--- src/rtl/cipher_mm_ctrl.sv ---
`default_nettype none
// +--------------------------------------------------------------------------+
// | cipher_mm_ctrl: bus-mapped start/done/watchdog controller for a cipher core |
// | Revision: 1.0                                                               |
// +--------------------------------------------------------------------------+
module cipher_mm_ctrl #(
    parameter int DATA_W  = 32,
    parameter int BLOCK_W = 64,
    parameter int KEY_W   = 80,
    parameter int TIMEOUT = 1024
) (
    input  logic               clk,
    input  logic               iReset,
    input  logic               iChipselect_n,
    input  logic               iWrite_n,
    input  logic               iRead_n,
    input  logic [4:0]         iAddress,
    input  logic [DATA_W-1:0]  idat,
    output logic [DATA_W-1:0]  odat,
    output logic               oIrq,
    output logic               oCoreReset_n,
    output logic               oCoreLoad,
    output logic               oCoreMode,
    output logic [KEY_W-1:0]   oCoreKey,
    output logic [BLOCK_W-1:0] oCoreData,
    input  logic               iCoreDone,
    input  logic [BLOCK_W-1:0] iCoreData
);

    localparam int KW = (KEY_W + DATA_W - 1) / DATA_W;
    localparam int BW = (BLOCK_W + DATA_W - 1) / DATA_W;
    localparam int PW = 8 * DATA_W;
    localparam int CW = (TIMEOUT > 2) ? $clog2(TIMEOUT) : 1;

    typedef enum logic [1:0] {S_IDLE, S_LOAD, S_RUN, S_ABORT} state_t;

    state_t              state_q;
    logic [KEY_W-1:0]    key_q, key_d;
    logic [BLOCK_W-1:0]  din_q, din_d, dout_q;
    logic [DATA_W-1:0]   odat_q, rdata_d;
    logic [CW-1:0]       cnt_q;
    logic                mode_q, irq_en_q, done_q, err_q, load_q, core_rst_n_q;

    logic                wr_en, rd_en, busy, prot_wr;
    logic                sel_ctrl, sel_stat, sel_key, sel_din, sel_dout;
    logic [2:0]          idx;
    logic [31:0]         off;
    logic [PW-1:0]       key_pad, din_pad, dout_pad, key_wr, din_wr;

    always_comb begin
        wr_en    = !iChipselect_n && !iWrite_n;
        rd_en    = !iChipselect_n && iWrite_n && !iRead_n;
        busy     = (state_q != S_IDLE);
        idx      = iAddress[2:0];
        off      = 32'(idx) * DATA_W;
        sel_ctrl = (iAddress == 5'h00);
        sel_stat = (iAddress == 5'h01);
        sel_key  = (iAddress[4:3] == 2'b01) && (32'(idx) < KW);
        sel_din  = (iAddress[4:3] == 2'b10) && (32'(idx) < BW);
        sel_dout = (iAddress[4:3] == 2'b11) && (32'(idx) < BW);
        prot_wr  = wr_en && busy && (sel_ctrl || sel_key || sel_din);

        // Zero-padded views: bits past KEY_W/BLOCK_W drop on write and read as 0
        key_pad  = '0;
        din_pad  = '0;
        dout_pad = '0;
        key_pad[KEY_W-1:0]    = key_q;
        din_pad[BLOCK_W-1:0]  = din_q;
        dout_pad[BLOCK_W-1:0] = dout_q;
        key_wr = key_pad;
        din_wr = din_pad;
        key_wr[off +: DATA_W] = idat;
        din_wr[off +: DATA_W] = idat;
        key_d = key_wr[KEY_W-1:0];
        din_d = din_wr[BLOCK_W-1:0];

        rdata_d = '0;
        if (sel_ctrl)      rdata_d[2:0] = {irq_en_q, mode_q, 1'b0};
        else if (sel_stat) rdata_d[2:0] = {err_q, done_q, busy};
        else if (sel_key)  rdata_d = key_pad[off +: DATA_W];
        else if (sel_din)  rdata_d = din_pad[off +: DATA_W];
        else if (sel_dout) rdata_d = dout_pad[off +: DATA_W];
    end

    always_ff @(posedge clk or posedge iReset) begin
        if (iReset) begin
            state_q      <= S_IDLE;
            key_q        <= '0;
            din_q        <= '0;
            dout_q       <= '0;
            odat_q       <= '0;
            cnt_q        <= '0;
            mode_q       <= 1'b0;
            irq_en_q     <= 1'b0;
            done_q       <= 1'b0;
            err_q        <= 1'b0;
            load_q       <= 1'b0;
            core_rst_n_q <= 1'b0;
        end else begin
            load_q       <= 1'b0;
            core_rst_n_q <= 1'b1;

            if (wr_en)      odat_q <= '0;
            else if (rd_en) odat_q <= rdata_d;

            if (wr_en && !busy) begin
                if (sel_key) key_q <= key_d;
                if (sel_din) din_q <= din_d;
                if (sel_ctrl) begin
                    mode_q   <= idat[1];
                    irq_en_q <= idat[2];
                end
            end

            // Clears come first so any set later in this block takes priority
            if (wr_en && sel_stat) begin
                if (idat[1]) done_q <= 1'b0;
                if (idat[2]) err_q  <= 1'b0;
            end
            if (prot_wr) err_q <= 1'b1;

            unique case (state_q)
                S_IDLE: begin
                    if (wr_en && sel_ctrl && idat[0]) begin
                        done_q  <= 1'b0;
                        load_q  <= 1'b1;
                        state_q <= S_LOAD;
                    end
                end
                S_LOAD: begin
                    cnt_q   <= '0;
                    state_q <= S_RUN;
                end
                S_RUN: begin
                    if (iCoreDone) begin
                        dout_q  <= iCoreData;
                        done_q  <= 1'b1;
                        state_q <= S_IDLE;
                    end else if (cnt_q == CW'(TIMEOUT - 1)) begin
                        err_q        <= 1'b1;
                        core_rst_n_q <= 1'b0;
                        state_q      <= S_ABORT;
                    end else begin
                        cnt_q <= cnt_q + CW'(1);
                    end
                end
                S_ABORT: begin
                    state_q <= S_IDLE;
                end
            endcase
        end
    end

    assign odat         = odat_q;
    assign oIrq         = done_q & irq_en_q;
    assign oCoreReset_n = core_rst_n_q;
    assign oCoreLoad    = load_q;
    assign oCoreMode    = mode_q;
    assign oCoreKey     = key_q;
    assign oCoreData    = din_q;

endmodule
`default_nettype wire

--- config.mk ---
export PLATFORM = sky130hd
export DESIGN_NAME = cipher_mm_ctrl
export DESIGN_NICKNAME = d
export VERILOG_FILES = /design/src/rtl/cipher_mm_ctrl.sv
export SDC_FILE = /design/constraint.sdc
export NUM_CORES = 1
export LEC_CHECK = 0
export ABC_CLOCK_PERIOD_IN_PS = 8820
export CAP_MARGIN = 25
export CORE_ASPECT_RATIO = 0.5
export CORE_MARGIN = 2
export CORE_UTILIZATION = 50
export CTS_CLUSTER_SIZE = 30
export DETAILED_ROUTE_END_ITERATION = 12
export PLACE_DENSITY = 0.9
export SYNTH_ARGS = -nofsm -noshare
export SYNTH_HDL_FRONTEND = slang
export SYNTH_SLANG_ARGS = --single-unit
export TNS_END_PERCENT = 1
--- constraint.sdc ---
create_clock -name clk -period 8.82 [get_ports clk]
set_input_delay 0.882 -clock clk [delete_from_list [all_inputs] [get_ports clk]]
set_output_delay 0.882 -clock clk [all_outputs]
set_load 0.01 [all_outputs]
# ---- Word level (Yosys, flattened, before mapping)
# Index checks and enable logic that the tools add are counted.
# Widths: inputs -> output; s select.
dict set report op_classes {
  reduce_logical 29
  n_lt_le_gt_ge 2
  n_bitwise 1
  n_mux 34
  shifts 5
  eq_ne 12
  n_addsub 2
}
# cell n
set op_table {}
lappend op_table {{$shiftx 256x9->32} 3}
lappend op_table {{$bwmux 256} 2}
lappend op_table {{$shift 32x34->256 const A} 1}
lappend op_table {{$shiftx 32x34->256} 1}
lappend op_table {{$mux 32} 5}
lappend op_table {{$mux 29} 2}
lappend op_table {{$neg 8->34} 1}
lappend op_table {{$mux 10} 2}
lappend op_table {{$pmux 10 s2} 1}
lappend op_table {{$mux 1} 15}
lappend op_table {{$logic_and 1x1->1} 12}
lappend op_table {{$add 10x1->10 const B} 1}
lappend op_table {{$eq 10x10->1 const B} 1}
lappend op_table {{$reduce_and 2->1} 5}
lappend op_table {{$eq 2x2->1 const B} 4}
lappend op_table {{$pmux 2 s4} 1}
lappend op_table {{$lt 3x2->1 const B} 2}
lappend op_table {{$mux 2} 3}
lappend op_table {{$mux 3} 2}
lappend op_table {{$ne 2x2->1 const B} 3}
lappend op_table {{$reduce_bool 2->1} 3}
lappend op_table {{$eq 5x1->1 const B} 1}
lappend op_table {{$logic_not 5->1} 1}
lappend op_table {{$eq 2x1->1 const B} 2}
lappend op_table {{7 further kinds} 11}
dict set report word_totals {
  ff_bits 258
  word_cells 97
  out_inout_bits 180
  in_bits 107
}

# ---- Logic depth before layout (Yosys ltp)
dict set report depth {
  depth_word 9
  ltp_mapped 10
  mapped_depth_nobuf 7
}

# ---- Worst setup path after synthesis
# Ideal clock, no wire load.
dict set report synth_timing {
  kind {input -> register}
  start {input port iAddress[1]}
  end {register key_q[64], in the netlist oCoreKey[64]}
  path_buffers 2
  setup_slack_ns 5.714
  stages 9
  arrival_time_ns 2.981
  setup_ns 0.125
  path_cell_list {buf_2 -> inv_1 -> ha_1 -> ha_1 -> and3b_1 -> nand2_1 -> a2111oi_4 -> buf_6 -> mux2_2}
}
dict set report synth_via {
  elab_chain_cells 3
}
# element line
set synth_lines {}
lappend synth_lines {{from (decl)} 17} ;# input logic [4:0] iAddress,
lappend synth_lines {{$neg 8->34 / $lt 3x2->1 (equally long branches)} {72, 58}}
lappend synth_lines {{$shiftx 32x34->256 (tied with other cells)} 72} ;# key_wr[off +: DATA_W] = idat;
lappend synth_lines {{$bwmux 256 / $reduce_and 2->1 (equally long branches)} --}
lappend synth_lines {{to (signal assigned)} 107} ;# if (sel_key) key_q <= key_d;
lappend synth_lines {{to (decl)} 38} ;# logic [KEY_W-1:0] key_q, key_d;
# Parallel ways exist; a longest one is shown, timed or not.
# A chain may end at the register's enable or synchronous reset.

# ---- Worst setup path in the final report
dict set report layout_timing {
  start {input port iAddress[1]}
  end {register din_q[53], in the netlist oCoreData[53]}
}
dict set report layout_via {
  elab_chain_cells 3
}
# element line
set layout_lines {}
lappend layout_lines {{$neg 8->34 / $lt 3x2->1 (equally long branches)} {73, 59}}
lappend layout_lines {{$shiftx 32x34->256 (tied with other cells)} 73} ;# din_wr[off +: DATA_W] = idat;
lappend layout_lines {{$bwmux 256 / $reduce_and 2->1 (equally long branches)} --}
lappend layout_lines {{to (signal assigned)} 108} ;# if (sel_din) din_q <= din_d;
lappend layout_lines {{to (decl)} 39} ;# logic [BLOCK_W-1:0] din_q, din_d, dout_q;
# Parallel ways exist; a longest one is shown, timed or not.

==> results.md <==
* Endpoint of the worst hold-timing path: odat[27]
* Switching power total at 652 uW
* I/O pin count at about 290
* Wire length of the first global-routing pass at 53500 um
* Layout-stage area growth over the synthesis result at 33.8%
* Std-Cell Core Area at 22900 sq um
* Maximum level of the CTS H-tree at 1
* Flop-to-flop setup slack at 5.80 ns
* Longest Clk Path Bufs at 3
* CTS root buffer: clkbuf_16
* Max Clock Freq at roughly 0.25 GHz
* Antenna Violating Nets Remaining at 0
* Number of cells traversed by the worst register-to-register path at 4
* Gr ovfl total at 0
* Share of the synthesized area in the top cell type at between 50% and 60%
* Pre-CTS setup slack at approximately 4.2 ns
* Pin count of the biggest net entering global routing at 102
* Total number of yosys warnings at 0
* Number of non-filler instances in the completed layout at 1492
* Clock net sink count at 258
* Total track usage at around 28%
* First drt pass iteration count at 4
* Classification of the worst-slack hold path: reg2reg
* Comb power frac at roughly 12%
* Share of power burned in registers at about half
* Gate count of the mapped netlist at 899
* Min cycle time layout at 3.99 ns
* Drt initial violations at 690
* Total of flip-flops plus latches after synthesis at 258
* Count of flip-flops with a built-in enable after synthesis at 0
* Clk_lat worst skew at 0.52 ns
* DRC Markers at 0
* Max capacitance violation total at 0
* Die span in y at between 100 and 150 um
* Share of layout cells above drive strength 1 at between 20 and 25%
* Average instance area after synthesis at 13.1 sq um
* Actual transition at the worst max-transition pin at roughly 1.1 ns
* Number of buffer and inverter stages on the critical path at 4
* Clock Skews at 0.0151 ns
* Cts bufs inserted at 23
* Final weighted congestion in routability-driven placement at 0.883
* Number of failing setup endpoints in the final timing report at 0
* Detailed-route wire length at roughly 35000 um
* Number of global-route vias before repair at 9475
* Final hold vios at 0
* Cell family with most CP delay: buffers and inverters
* Final net count at 1279
* Outcome: complete, no violations
* Worst r2r src: state_q[1]
* Minimum setup slack in the final design at 4.83 ns
* Final-layout setup total negative slack at 0 ns
* Cell-by-cell listing of the critical path: clkdlybuf4s50_1, buf_4, inv_1, ha_1, ha_1, and3b_1, nand4_1, buf_4, mux2_2
* Hold buffers post-CTS at 0
* Cell depth of the worst setup path at 9
* Data required time of the critical path at around 9 ns
* Internal Dissipation at 2030 uW
* Worst vdd rail ir drop at ~0.098 mV
* Type of element capturing the critical path: flip-flop
* Final Max Slew Viols at 0
* Critical-path cell with the highest stage delay: nand4_1
* Number of cells after detailed placement at 1446
* Number of antenna violations at the first check in global routing at 1
* CTS tree: built
* Die width at between 200 and 250 um
* Startpoint type of the worst setup path: primary input
* Pwr/cell area at around 170 nW/um^2
* Cells on Worst Hold Path at 2
* Cells resized by post-CTS repair at 0
* Clock power frac at 38.8%
* Syn_nets at 1010
* Setup Crit Path Kind: in2reg
* Post-CTS setup buffer count at 0
* Fraction of the yosys area taken by sequential cells at 54.9%
* Register clock-pin slew on the reported worst setup and hold paths at 0.06 ns
* Maximum fanout along the worst path at 39
* DR vias/cell at around 5.9
* Hold Startpoint: odat[27]
* Die Outline Area at 24800 sq um
* Top_reg_cell synth: dfrtp_1
* Post-synth design cell area at 11800 sq um
* Post-layout util at 68.6%
* Top post-synthesis cells by area: dfrtp_1, mux2_2, mux2i_1
* Crit path DAT at 4.39 ns
* Vias after detailed routing at 8835
* Most common cell after layout, fill and taps aside: clkdlybuf4s50_1
* Site row count at 39
* Leak Pwr at slightly above 0.007 uW
* Async S/R FF share, synth at 100%
* Reg-to-reg endpoint: oCoreData[53]
* Share of total power consumed by net switching at around a quarter
* Portion of the clock cycle consumed by the worst path in the final layout at a little under half
* Input/output buffers at 286
* Most area-hungry cell type in the Yosys netlist: dfrtp_1
* Setup repair after global routing missed its margin: no
* Commonest cells after routing, fill and taps aside: clkdlybuf4s50_1, dfrtp_1, mux2_2
* Distinct cells, synth at 56
* Max-slew headroom at the worst pin at between 20% and 30%
* Initial cell density of the core at 51.3%
* DPL Wire Length at approximately 23000 um
* Average detailed-routed wire length per instance at 23.3 um
* Delay of the slowest cell on the worst path at 0.74 ns
-- per-layer routing --
layer	wire, um	part of all wire, %	GRT usage, %	vias to the layer above
met1	13700	39	33.7	4508
met3	1960	5.6	5.71	116
met5	0	0	0	-
li1	-	-	-	3845
met2	17300	50	47.0	366
met4	1860	5.3	14.3	0
-- cell families (layout without fill, tap and decap cells) --
group           Yosys count  after routing  synth area share, %
mux                     308            308                 28.7
flops                   258            258                 54.9
compound gates          135            135                 7.26
simple gates            131            131                 6.24
buf+inv                  63            348                 2.50
fa+ha+maj                 4              4                0.426
other cells               0              1                    0
-- stage by stage --
| stage | cell area (sq um) | hold WS [ns] | total power, uW |
|---|---|---|---|
| finish | 15700 | 0.488 | 2680 |
| detailed placement | 14900 | 0.478 | 1660 |
| global route | 15700 | 0.516 | 2770 |
| CTS | 15600 | 0.493 | 2680 |
| floorplan | 11800 | 0.460 | 1490 |
| global placement | 14800 | 0.468 | 1640 |
-- power groups by stage --
stage	combinational (uW)	clock, uW	sequential [uW]
floorplan	159	0	1330
global placement	312	0	1330
detailed placement	324	0	1330
CTS	327	1040	1310
global route	351	1100	1320
finish	327	1040	1310
-- worst register-to-register path, cell delays in order, from the launching register on --
cell and delay [ns]:
dfrtp_1 0.53, nor4_2 0.58, nand4_1 0.86, buf_4 0.57, mux2_2 0.35
-- synthesized netlist by cell type (2+ instances only) --
cell / instances
mux2_1: 3
buf_2: 14
or2_2: 2
buf_4: 2
nor3_1: 5
o221ai_1: 3
o21ai_1: 2
o22a_1: 13
or4b_2: 3
buf_1: 2
nor3b_1: 2
or4_1: 5
a21oi_1: 26
nor2_1: 12
o31ai_1: 3
and2_1: 2
dfrtp_1: 258
mux2_2: 221
o21ai_0: 46
nand3_1: 11
o22ai_1: 19
nand4_1: 3
ha_1: 4
nand2b_1: 2
clkbuf_1: 33
a22oi_1: 13
nand2_1: 50
inv_1: 6
o311ai_0: 3
mux2i_1: 83
clkbuf_2: 2
and3_1: 3
buf_6: 4
nor2b_1: 16
or3_1: 2
-- cell type report --
| cell class | instances | area [sq um] |
|---|---|---|
| clock inverters | 8 | 90.1 |
| fillers | 1559 | 7210 |
| clock buffers | 33 | 673 |
| well taps | 307 | 384 |
| multi-input cells | 578 | 5040 |
| repair buffers | 301 | 3050 |
| flip-flops and latches | 258 | 6460 |
| diodes | 1 | 2.50 |
| inverters | 6 | 30.0 |
-- how the worst max path moves through the flow --
stage                            from       endpoint  slack (ns)
final                     iAddress[1]  oCoreData[53]        4.83
after global routing      iAddress[1]  oCoreData[53]        4.67
after CTS                 iAddress[1]  oCoreData[16]        4.70
after detailed placement  iAddress[1]  oCoreData[11]        4.17
after global placement    iAddress[1]  oCoreData[26]        4.28
after floorplan                iReset       cnt_q[0]        0.84
-- state kept, by name, summed over array words and instances (netlist names), 2 cells and up --
signal / flops
odat: 32
oCoreData: 64
cnt_q: 10
state_q: 2
dout_q: 64
oCoreKey: 80
(Power assumes the default switching activity.)
